--- src/rtl/freq_div_monitor_if.sv ---
// Bundle between a divided-clock source and the freq_div_monitor checker.
// master drives div_clk and observes status; slave is the monitor.
interface freq_div_monitor_if #(
  parameter int CNT_W = 8,
  parameter int ERR_W = 8
);
  logic             div_clk;
  logic [CNT_W-1:0] period;
  logic [CNT_W-1:0] high_time;
  logic             meas_valid;
  logic             locked;
  logic             err;
  logic [ERR_W-1:0] err_cnt;

  modport master (
    output div_clk,
    input  period, high_time, meas_valid,
    input  locked, err, err_cnt
  );

  modport slave (
    input  div_clk,
    output period, high_time, meas_valid,
    output locked, err, err_cnt
  );
endinterface

--- src/rtl/freq_div_monitor.sv ---
// Measures period/high time of div_clk in clk_in cycles, reports lock and errors.
// Define FREQ_DIV_MONITOR_SYNC_EN to pass div_clk through a 2-flop synchroniser.
module freq_div_monitor #(
  parameter int N        = 2,
  parameter int EXP_HIGH = N/2,
  parameter int CNT_W    = 8,
  parameter int LOCK_CNT = 4,
  parameter int TIMEOUT  = 4*N,
  parameter int ERR_W    = 8
) (
  input logic clk_in,
  input logic reset,
  freq_div_monitor_if.slave bus
);

  localparam int GW = $clog2(LOCK_CNT + 1);
  localparam logic [CNT_W-1:0] CMAX = '1;
  localparam logic [CNT_W-1:0] N_C  = CNT_W'(N);
  localparam logic [CNT_W-1:0] EH_C = CNT_W'(EXP_HIGH);
  localparam logic [CNT_W-1:0] TO_C = CNT_W'(TIMEOUT);
  localparam logic [GW-1:0]    LK_C = GW'(LOCK_CNT - 1);

  typedef enum logic [1:0] {IDLE, MEASURE, LOCKED} state_t;

  state_t           state, state_n;
  logic             div_s, div_q, rise;
  logic [CNT_W-1:0] pcnt, hcnt;
  logic [CNT_W-1:0] period_r, period_n;
  logic [CNT_W-1:0] high_r, high_n;
  logic [GW-1:0]    good_cnt, good_n;
  logic [ERR_W-1:0] ecnt_r, ecnt_n;
  logic             mv_r, mv_n;
  logic             err_r, err_n;
  logic             lock_r, lock_n;
  logic             good, tout;

`ifdef FREQ_DIV_MONITOR_SYNC_EN
  logic [1:0] sync_r;

  // two-flop synchroniser for an asynchronous div_clk
  always_ff @(posedge clk_in) begin
    if (reset) sync_r <= '0;
    else       sync_r <= {sync_r[0], bus.div_clk};
  end

  assign div_s = sync_r[1];
`else
  assign div_s = bus.div_clk;
`endif

  assign rise = div_s & ~div_q;
  assign good = (pcnt == N_C) && (hcnt == EH_C);
  assign tout = (pcnt == TO_C);

  // edge history and free-running saturating period/high counters
  always_ff @(posedge clk_in) begin
    if (reset) begin
      div_q <= 1'b0;
      pcnt  <= '0;
      hcnt  <= '0;
    end else begin
      div_q <= div_s;
      if (rise) begin
        pcnt <= CNT_W'(1);
        hcnt <= CNT_W'(1);
      end else begin
        if (pcnt != CMAX) pcnt <= pcnt + 1'b1;
        if (div_s && hcnt != CMAX) hcnt <= hcnt + 1'b1;
      end
    end
  end

  // next state, measurement capture and status decisions
  always_comb begin
    state_n  = state;
    good_n   = good_cnt;
    period_n = period_r;
    high_n   = high_r;
    lock_n   = lock_r;
    mv_n     = 1'b0;
    err_n    = 1'b0;
    unique case (state)
      IDLE: begin
        if (rise) begin
          state_n = MEASURE;
          good_n  = '0;
        end
      end
      MEASURE: begin
        if (rise) begin
          period_n = pcnt;
          high_n   = hcnt;
          mv_n     = 1'b1;
          if (good) begin
            good_n = good_cnt + 1'b1;
            if (good_cnt == LK_C) begin
              lock_n  = 1'b1;
              state_n = LOCKED;
            end
          end else begin
            err_n  = 1'b1;
            good_n = '0;
          end
        end else if (tout) begin
          err_n   = 1'b1;
          lock_n  = 1'b0;
          state_n = IDLE;
        end
      end
      LOCKED: begin
        if (rise) begin
          period_n = pcnt;
          high_n   = hcnt;
          mv_n     = 1'b1;
          if (!good) begin
            err_n   = 1'b1;
            lock_n  = 1'b0;
            good_n  = '0;
            state_n = MEASURE;
          end
        end else if (tout) begin
          err_n   = 1'b1;
          lock_n  = 1'b0;
          state_n = IDLE;
        end
      end
      default: state_n = IDLE;
    endcase
    ecnt_n = ecnt_r;
    if (err_n && ecnt_r != '1) ecnt_n = ecnt_r + 1'b1;
  end

  // state and registered outputs
  always_ff @(posedge clk_in) begin
    if (reset) begin
      state    <= IDLE;
      good_cnt <= '0;
      period_r <= '0;
      high_r   <= '0;
      lock_r   <= 1'b0;
      mv_r     <= 1'b0;
      err_r    <= 1'b0;
      ecnt_r   <= '0;
    end else begin
      state    <= state_n;
      good_cnt <= good_n;
      period_r <= period_n;
      high_r   <= high_n;
      lock_r   <= lock_n;
      mv_r     <= mv_n;
      err_r    <= err_n;
      ecnt_r   <= ecnt_n;
    end
  end

  assign bus.period     = period_r;
  assign bus.high_time  = high_r;
  assign bus.meas_valid = mv_r;
  assign bus.locked     = lock_r;
  assign bus.err        = err_r;
  assign bus.err_cnt    = ecnt_r;

endmodule

--- src/flat_wrapper.sv ---
// flat-port wrapper written by rule: the top's interface ports become plain ports
module freq_div_monitor_flat 
#(
  parameter int N        = 2,
  parameter int EXP_HIGH = N/2,
  parameter int CNT_W    = 8,
  parameter int LOCK_CNT = 4,
  parameter int TIMEOUT  = 4*N,
  parameter int ERR_W    = 8
)
  (clk_in, reset, bus_div_clk, bus_period, bus_high_time, bus_meas_valid, bus_locked, bus_err, bus_err_cnt);
  freq_div_monitor_if #(.CNT_W(CNT_W), .ERR_W(ERR_W)) bus_i ();
  input logic clk_in;
  input logic reset;
  input wire logic [$bits(bus_i.div_clk)-1:0] bus_div_clk;
  output wire logic [$bits(bus_i.period)-1:0] bus_period;
  output wire logic [$bits(bus_i.high_time)-1:0] bus_high_time;
  output wire logic [$bits(bus_i.meas_valid)-1:0] bus_meas_valid;
  output wire logic [$bits(bus_i.locked)-1:0] bus_locked;
  output wire logic [$bits(bus_i.err)-1:0] bus_err;
  output wire logic [$bits(bus_i.err_cnt)-1:0] bus_err_cnt;
  assign bus_i.div_clk = bus_div_clk;
  assign bus_period = bus_i.period;
  assign bus_high_time = bus_i.high_time;
  assign bus_meas_valid = bus_i.meas_valid;
  assign bus_locked = bus_i.locked;
  assign bus_err = bus_i.err;
  assign bus_err_cnt = bus_i.err_cnt;
  freq_div_monitor #(.N(N), .EXP_HIGH(EXP_HIGH), .CNT_W(CNT_W), .LOCK_CNT(LOCK_CNT), .TIMEOUT(TIMEOUT), .ERR_W(ERR_W)) u_core (.clk_in(clk_in), .reset(reset), .bus(bus_i));
endmodule
--- config.mk ---
export PLATFORM = sky130hd
export DESIGN_NAME = freq_div_monitor_flat
export DESIGN_NICKNAME = d
export VERILOG_FILES = /design/src/rtl/freq_div_monitor_if.sv /design/src/rtl/freq_div_monitor.sv /design/src/flat_wrapper.sv
export SDC_FILE = /design/constraint.sdc
export NUM_CORES = 1
export LEC_CHECK = 0
export BUFFER_PORTS_ARGS = -buffer_cell sky130_fd_sc_hd__buf_2
export CAP_MARGIN = 25
export CELL_PAD_IN_SITES_DETAIL_PLACEMENT = 1
export CELL_PAD_IN_SITES_GLOBAL_PLACEMENT = 2
export CORE_MARGIN = 2
export CORE_UTILIZATION = 31
export CTS_CLUSTER_SIZE = 24
export DETAILED_ROUTE_END_ITERATION = 16
export GPL_TIMING_DRIVEN = 0
export PLACE_DENSITY_LB_ADDON = 0.1
export SYNTH_ARGS = -nofsm -noshare
export SYNTH_HDL_FRONTEND = slang
export SYNTH_SLANG_ARGS = --single-unit
--- constraint.sdc ---
create_clock -name clk_in -period 1.91 [get_ports clk_in]
set_input_delay 0.2865 -clock clk_in [delete_from_list [all_inputs] [get_ports clk_in]]
set_output_delay 0.2865 -clock clk_in [all_outputs]
set_load 0.03 [all_outputs]
==> impl_results.md, run 1 <==
* Crit. End Element: flip-flop
* Mapped cell area at 0.002396 mm²
* Max-cap violation count at 0
* Grt total ovfl at 0
* Top-area cell type share of the netlist area at 0.4094
* # fillers at 919
* Final WL at 6.337 mm
* Routed WL per cell at 14.91 µm
* Worst hold margin at 0.3015 ns
* Sequential area share after synthesis at 0.4094
* GPL Wtd Cong at 0.7095
* Most used DFF post-synth: dfxtp_1
* Worst slew pin tran at 0.5629 ns
* Commonest non-fill, non-tap cell in the layout: nand2_1
* Via/cell ratio at 4.941
* Met1 Usage GRT at 0.2085
* Cells after synthesis at 278
* Syn_area_per_cell at 8.619 µm²
* Area contributors post-synth: dfxtp_1 41%, nand2_1 6.9%, ha_1 6.3%
* Bufs on Longest Clock Path at 2
* Sw Ratio at 0.3400
* Starting Density at 0.3150
* LEAKAGE at 1.230 nW
* HP Class: in -> reg
* Hold bufs inserted after CTS at 0
* Vias at 2100
* Post-synth EDFFs at 0
* Final Skew at 0.01228 ns
* CTS clock-pin slew for the worst setup and hold paths at 0.10 ns
* Arrival time of the worst setup path at 2.07 ns
* Area leader, netlist: dfxtp_1
* Area Growth Syn to Fin at 26.06%
* Top Usage Layer GRT: met2
* Root Buffer: clkbuf_8
* Post-synthesis cell type count at 45
* Status: finished, final reports clean
* Final ANT Viol Nets at 0
* Final cycle utilization of the critical path at 0.9788
* Latest clock arrival within the worst-skew pair at 0.31 ns
* Vias in the first global route at 2089
* Share of layout cells above drive strength 1 at 0.2848
* Global-route wire length before repair at 10.52 mm
* Synth Register Bits at 49
* CTS tree: built
* Sequential power share at 0.450
* WP data required at 2.11 ns
* H-tree depth at 2
* GRT Total Usage at 0.1541
* Num CTS Buffers at 5
* Max Slew Vio Count at 0
* Hpwl dp at 4.436 mm
* N_diodes at 0
* Most frequent cells in the layout: 43 x nand2_1, 38 x dfxtp_1, 29 x buf_2
* Die area at 0.008448 mm²
* IO buf count at 29
* Final Critical Period at 1.869 ns
* Final setup fails at 0
* Peak VDD IR at 0.2840 mV
* Sink Count at 49
* Crit Path Category: reg -> reg
* Worst Setup Start Kind: flip-flop
* Io pins at 30
* # DRC at 0
* YS warnings at 0
* Met3 usage at 0.02547
* Initial antenna violation count at 0
* Hold Vio Cnt, Final at 0
* Die width at 91.92 µm
* Fmax at 534.9 MHz
* Max FO, Critical Path at 5
* Power share of the clock group at 0.272
* Rel. slew slack at 0.6247
* Net Switching at 839.6 µW
* Final #Nets at 337
* First drt pass iteration count at 4
* Post-DP Area at 0.002669 mm²
* Mapped Nets at 293
* Initial DRC count at 40
* Pwr dens at 817.5 mW/mm²
* Row Count at 32
* M2 GR Usage at 0.2586
* Comb power frac at 0.278
* RSZ-0062 raised after global routing: yes
* Die H at 91.92 µm
* Internal at 1.630 mW
* Largest net degree at the start of global routing at 16
* Finished Cell Area at 0.003020 mm²
* Total core area at 0.007607 mm²
* Ys async rst share at 0
## metal layers
metal | vias to the layer above | routed length, µm
li1 | 1054 | -
met1 | 1023 | 3108
met2 | 19 | 3040
met3 | 4 | 140
met4 | 0 | 47
met5 | - | 0
## Yosys cell counts (3+ instances only)
cell type and instances:
clkbuf_1 10, or3_1 4, a21oi_1 26, o21ai_0 4, xor2_1 9, or4_1 3, a211oi_1 4, inv_1 10
dfxtp_1 49, nor3_1 3, and3_1 9, nor2b_1 7, mux2i_1 5, nand3_1 8, nand4_1 9, nand2_1 44
nor2_1 25, mux2_2 3, ha_1 12
## flip-flops by register name (all words and copies together), names as in the netlist, 2 cells and up
name	count
u_core.bus.err_cnt	8
u_core.hcnt	8
u_core.pcnt	8
u_core.bus.high_time	8
u_core.state	2
u_core.good_cnt	3
u_core.bus.period	8
## logic make-up after synthesis
logic type | count (synthesis) | share of synthesized area
AO/OA/AOI/OAI | 44 | 0.1107
XOR/XNOR | 11 | 0.04021
adder cells (fa/ha/maj) | 12 | 0.06266
buffers and inverters | 23 | 0.04282
flip-flops | 49 | 0.4094
multiplexers | 11 | 0.05378
AND/OR/NAND/NOR | 128 | 0.2804
## power groups by stage
stage                     clock network (mW)  logic, mW  registers [mW]
after floorplan                            0      0.364            1.18
after global placement                     0      0.565            1.14
after detailed placement                   0      0.563            1.14
after CTS                              0.699      0.603            1.11
after global routing                   0.737      0.757            1.12
final                                  0.672      0.686            1.11
## worst max-delay path, cell delays in order (launching register included)
cell     delay [ns]
dfxtp_4        0.37
buf_4          0.13
inv_1          0.06
ha_1           0.14
and4_4         0.29
mux2i_4        0.10
buf_12         0.15
nor3b_2        0.19
mux2_2         0.35
## repair_timing
action | in CTS | in global routing
cloned | 1 | 0
setup endpoints to repair | 21 | 36
pin swaps | 3 | 7
resized for setup | 14 | 34
setup buffers | 6 | 5
endpoints found under the hold margin | 0 | 0
## per-stage QoR
stage | power [mW] | setup WS, ns | TNS, ns | utilization | cells
2_1_floorplan | 1.541 | 0.06761 | 0 | - | 278
3_3_place_gp | 1.701 | -0.3487 | -3.265 | 0.3508 | 409
3_5_place_dp | 1.703 | -0.2921 | -3.357 | 0.3508 | 409
4_1_cts | 2.416 | 0.0006068 | 0 | 0.3762 | 422
5_1_grt | 2.614 | -0.08357 | -0.4289 | 0.3970 | 425
6_report | 2.469 | 0.04055 | 0 | 0.3970 | 425
## cell type report
cell class | count | area, µm² | area share
repair buffers | 40 | 240.2 | 0.07954
plain buffers | 9 | 45.04 | 0.01491
well taps | 102 | 127.6 | 0.04225
flip-flops and latches | 49 | 1007 | 0.3335
multi-input cells | 207 | 1466 | 0.4855
inverters | 10 | 37.54 | 0.01243
clock inverters | 2 | 13.76 | 0.004557
clock buffers | 6 | 82.58 | 0.02734
## final timing paths
kind | to | depth (start not counted) | slack [ns] | startpoint
worst max-delay path | u_core.bus.err_cnt[2]$_SDFFE_PP0P_ | 8 | 0.04 | u_core.pcnt[1]$_SDFFE_PP0P_
worst min-delay path | u_core.div_q$_SDFF_PP0_ | 3 | 0.30 | bus_div_clk
worst max register to register | u_core.bus.err_cnt[2]$_SDFFE_PP0P_ | 8 | 0.04 | u_core.pcnt[1]$_SDFFE_PP0P_
worst min register to register | u_core.bus.period[2]$_SDFFE_PP0P_ | 2 | 0.46 | u_core.bus.period[2]$_SDFFE_PP0P_
No activity file was read; power rests on OpenSTA's default activity.
==> run 2, diff against run 1 <==
Clock period 1.91 ns to 1.57 ns, I/O delays scaled along.
==> impl_results.md, run 2 (same netlist as run 1, synthesis figures left out) <==
* Die width at 91.92 µm
* Area Growth Syn to Fin at 37.08%
* Num CTS Buffers at 5
* Final ANT Viol Nets at 0
* N_diodes at 0
* Global-route wire length before repair at 10.86 mm
* Final Critical Period at 1.909 ns
* Bufs on Longest Clock Path at 2
* Max-cap violation count at 0
* Final Skew at 0.007875 ns
* Vias at 2155
* Total core area at 0.007607 mm²
* Sink Count at 49
* Finished Cell Area at 0.003284 mm²
* H-tree depth at 2
* Reg2reg start: u_core.hcnt[1]$_SDFFE_PP0P_
* Share of layout cells above drive strength 1 at 0.3776
* CTS tree: built
* Fmax at 523.8 MHz
* RSZ-0062 raised after global routing: yes
* R2r setup slk at -0.34 ns
* Row Count at 32
* CTS clock-pin slew for the worst setup and hold paths at 0.10 ns
* Hold Crit Depth at 3
* LEAKAGE at 1.346 nW
* Hold Vio Cnt, Final at 0
* GPL Wtd Cong at 0.7160
* Routed WL per cell at 14.55 µm
* Worst slew pin tran at 0.5398 ns
* Io pins at 30
* Final cycle utilization of the critical path at 1.216
* Post-DP Area at 0.002725 mm²
* Die area at 0.008448 mm²
* Root Buffer: clkbuf_8
* Crit Path Category: reg -> reg
* Commonest non-fill, non-tap cell in the layout: nand2_1
* Violated checks: negative setup slack
* Max Slew Vio Count at 0
* Largest net degree at the start of global routing at 16
* Fin worst setup slack at -0.3391 ns
* Most frequent cells in the layout: 41 x nand2_1, 33 x dfxtp_1, 30 x buf_2
* Worst setup path end: u_core.bus.err_cnt[3]$_SDFFE_PP0P_
* Design Power at 3.141 mW
* Via/cell ratio at 4.887
* Hpwl dp at 4.421 mm
* Pwr dens at 956.2 mW/mm²
* # fillers at 900
* Worst Setup Start Kind: flip-flop
* Final setup TNS at -4.857 ns
* HP Class: in -> reg
* Arrival time of the worst setup path at 2.12 ns
* Max FO, Critical Path at 6
* Crit. End Element: flip-flop
* First drt pass iteration count at 4
* Grt total ovfl at 0
* Initial antenna violation count at 0
* Final WL at 6.418 mm
* Rel. slew slack at 0.6401
* Hold bufs inserted after CTS at 0
* Final setup fails at 23
* Starting Density at 0.3150
* Final #Nets at 353
* RR Endpoint: u_core.bus.err_cnt[3]$_SDFFE_PP0P_
* Setup crit start: u_core.hcnt[1]$_SDFFE_PP0P_
* Peak VDD IR at 0.3327 mV
* Path depth of the worst reg2reg path at 9
* Pre-CTS setup slack at -0.4627 ns
* WP data required at 1.78 ns
* Die H at 91.92 µm
* IO buf count at 29
* Status: complete, but fails checks
* GRT Total Usage at 0.1613
* Latest clock arrival within the worst-skew pair at 0.31 ns
* Worst hold margin at 0.2433 ns
* Initial DRC count at 32
* # DRC at 0
* Vias in the first global route at 2189
-- run 2: cell types whose count changed in the layout (fill, tap and decap cells not counted), moves of 3 or more --
| cell | change |
|---|---|
| buf_6 | +7 |
| buf_4 | +11 |
| dfxtp_4 | +4 |
| dfxtp_1 | -5 |
| ha_1 | -3 |
-- run 2: area by class of cell --
class | count | area (µm²) | area share
tap | 102 | 127.6 | 0.03886
clock inverter | 1 | 8.758 | 0.002667
buffer | 8 | 53.80 | 0.01638
timing repair buffer | 58 | 414.1 | 0.1261
clock buffer | 7 | 97.59 | 0.02971
multi-input combinational | 206 | 1516 | 0.4617
sequential | 49 | 1023 | 0.3116
inverter | 10 | 42.54 | 0.01295
-- run 2: timing repair --
item,in CTS,in global routing
hold endpoints to repair,0,0
pin swaps,17,21
endpoints found under the setup margin,46,37
setup buffers,20,10
resized for setup,44,29
-- run 2: worst min path at each step --
stage          slack [ns]                              start                                end
2_1_floorplan        0.40                        bus_div_clk            u_core.div_q$_SDFF_PP0_
3_3_place_gp         0.44  u_core.bus.period[3]$_SDFFE_PP0P_  u_core.bus.period[3]$_SDFFE_PP0P_
3_5_place_dp         0.45  u_core.bus.period[3]$_SDFFE_PP0P_  u_core.bus.period[3]$_SDFFE_PP0P_
4_1_cts              0.24                              reset       u_core.state[0]$_SDFFE_PP0P_
5_1_grt              0.26                        bus_div_clk            u_core.div_q$_SDFF_PP0_
6_report             0.24                              reset       u_core.state[0]$_SDFFE_PP0P_
-- run 2: worst max-delay path: stages, from the launching register on --
cell,delay (ns)
dfxtp_4,0.36
inv_4,0.05
ha_4,0.11
nor4b_4,0.24
nand4_1,0.24
mux2i_4,0.23
buf_12,0.14
buf_12,0.10
nor3_4,0.03
mux2_4,0.30
-- run 2: per-stage QoR --
| step | std cells | utilization |
|---|---|---|
| after floorplan | 278 | - |
| after global placement | 409 | 0.3582 |
| after detailed placement | 409 | 0.3582 |
| after CTS | 431 | 0.4115 |
| after global routing | 441 | 0.4317 |
| final | 441 | 0.4317 |
-- run 2: report_power, final --
group | switching (mW) | internal, mW | total, mW
Sequential | 0.0549 | 1.30 | 1.35
Clock | 0.452 | 0.415 | 0.867
Combinational | 0.521 | 0.399 | 0.921
Total | 1.03 | 2.11 | 3.14
-- run 2: per-layer routing --
layer | vias to the layer above | global-route usage | routed length [µm] | part of all wire
met1 | 1045 | 0.2078 | 3061 | 0.48
met2 | 16 | 0.2751 | 3146 | 0.49
li1 | 1087 | - | - | -
met4 | 0 | 0.04851 | 85 | 0.013
met3 | 7 | 0.02876 | 124 | 0.019
met5 | - | 0 | 0 | 0
==> run 3, diff against run 2 <==
Settings changed: BUFFER_PORTS_ARGS -buffer_cell sky130_fd_sc_hd__buf_2 to unset, CORE_UTILIZATION 31 to 34, DONT_BUFFER_PORTS set to 1, PLACE_DENSITY set to 0.76, PLACE_DENSITY_LB_ADDON 0.1 to unset.
==> impl_results.md, run 3 (same netlist as run 1, synthesis figures left out) <==
* Crit. End Element: flip-flop
* Area Growth Syn to Fin at 23.39%
* Non-filler cells, final at 391
* CTS tree: built
* Hpwl dp at 4.229 mm
* First drt pass iteration count at 4
* LEAKAGE at 1.095 nW
* Routed wl met3 at 207 µm
* Worst Setup Start Kind: flip-flop
* Setup crit start: u_core.hcnt[1]$_SDFFE_PP0P_
* # fillers at 772
* Max-cap violation count at 0
* IO buf count at 0
* Initial DRC count at 40
* Global-route wire length before repair at 9.818 mm
* Io pins at 30
* Num CTS Buffers at 5
* Finished Cell Area at 0.002957 mm²
* Hold Vio Cnt, Final at 0
* Fmax at 544.1 MHz
* Largest net degree at the start of global routing at 16
* Met1 wire length at 2.884 mm
* Final #Nets at 309
* Final core utilization at 0.4352
* Max Slew Vio Count at 0
* GPL Wtd Cong at 0.8100
* Final cycle utilization of the critical path at 1.171
* Hold_sp: reset
* Final WL at 5.962 mm
* # DRC at 0
* Metal2 WL at 2.805 mm
* Die width at 87.95 µm
* Total core area at 0.006794 mm²
* Routed WL per cell at 15.25 µm
* Worst slew pin tran at 0.5100 ns
* WP data required at 1.77 ns
* Pwr dens at 1047 mW/mm²
* Via/cell ratio at 5.087
* RSZ-0062 raised after global routing: yes
* HP Class: in -> reg
* Share of layout cells above drive strength 1 at 0.2746
* Final Skew at 0.007297 ns
* Final setup fails at 22
* Bufs on Longest Clock Path at 2
* Final Critical Period at 1.838 ns
* Most frequent cells in the layout: 42 x nand2_1, 33 x dfxtp_1, 26 x a21oi_1
* Arrival time of the worst setup path at 2.04 ns
* Fin worst setup slack at -0.2680 ns
* Rel. slew slack at 0.6600
* Vias at 1989
* Starting Density at 0.3527
* DR top layer: met4
* Vias in the first global route at 1987
* GRT Total Usage at 0.1610
* Grt total ovfl at 0
* Die area at 0.007734 mm²
* Max FO, Critical Path at 10
* Violated checks: negative setup slack
* Root Buffer: clkbuf_8
* Peak VDD IR at 0.3548 mV
* Commonest non-fill, non-tap cell in the layout: nand2_1
* H-tree depth at 2
* CTS clock-pin slew for the worst setup and hold paths at 0.10 ns
* Status: complete, but fails checks
* Final ANT Viol Nets at 0
* Hold bufs inserted after CTS at 0
* Die H at 87.95 µm
* N_diodes at 0
* Latest clock arrival within the worst-skew pair at 0.31 ns
* Initial antenna violation count at 0
* Sink Count at 49
* Post-DP Area at 0.002572 mm²
* Crit Path Category: reg -> reg
* Cell count after placement at 374
* Row Count at 30
* Reg2reg start: u_core.hcnt[1]$_SDFFE_PP0P_
==> run 3: worst max-delay path: stages, from the launching register on <==
cell and delay [ns]:
dfxtp_4 0.37, inv_2 0.06, ha_4 0.11, nor4b_4 0.22, nand4_1 0.24, mux2i_4 0.23
buf_12 0.15, nor4_2 0.04, mux2_1 0.30
==> run 3: repair_timing <==
| item | in CTS | in global routing |
|---|---|---|
| resized for setup | 33 | 25 |
| endpoints found under the setup margin | 45 | 36 |
| pin swaps | 12 | 11 |
| setup buffers | 10 | 5 |
==> run 3: routing by layer <==
metal,track usage,up-vias
met1,0.2100,965
met3,0.04241,6
li1,-,999
met2,0.2624,19
met5,0,-
met4,0.04615,0
==> run 3: path summary, 6_finish.rpt <==
kind                                                      endpoint  slack [ns]  cells past startpoint
worst max-delay path            u_core.bus.err_cnt[5]$_SDFFE_PP0P_       -0.27                      8
worst max register to register  u_core.bus.err_cnt[5]$_SDFFE_PP0P_       -0.27                      8
worst min register to register     u_core.good_cnt[2]$_SDFFE_PP0P_        0.47                      2
worst min-delay path                  u_core.state[0]$_SDFFE_PP0P_        0.11                      2
==> run 3: layout make-up <==
| cell class | instances | area (µm²) | area share |
|---|---|---|---|
| tap | 96 | 120.1 | 0.04063 |
| inverter | 10 | 37.54 | 0.01270 |
| multi-input combinational | 206 | 1480 | 0.5006 |
| buffer | 7 | 42.54 | 0.01439 |
| clock inverter | 1 | 7.507 | 0.002539 |
| clock buffer | 7 | 107.6 | 0.03639 |
| sequential | 49 | 1021 | 0.3453 |
| timing repair buffer | 15 | 140.1 | 0.04740 |
==> run 3: where the power goes <==
part           internal [mW]  switching, mW
Combinational          0.344          0.415
Sequential              1.30          0.118
Clock                  0.455          0.460
==> run 3: through the flow <==
stage                     hold slack [ns]  total power, mW  setup TNS, ns  setup WS, ns
after global routing               0.1059            3.273         -5.475       -0.3478
final                              0.1053            3.096         -3.492       -0.2680
after global placement             0.4222            2.066         -9.496       -0.3745
after floorplan                    0.3963            1.914        -0.7433       -0.1380
after CTS                          0.1059            3.080         -2.747       -0.2472
after detailed placement           0.4386            2.068         -9.943       -0.4121
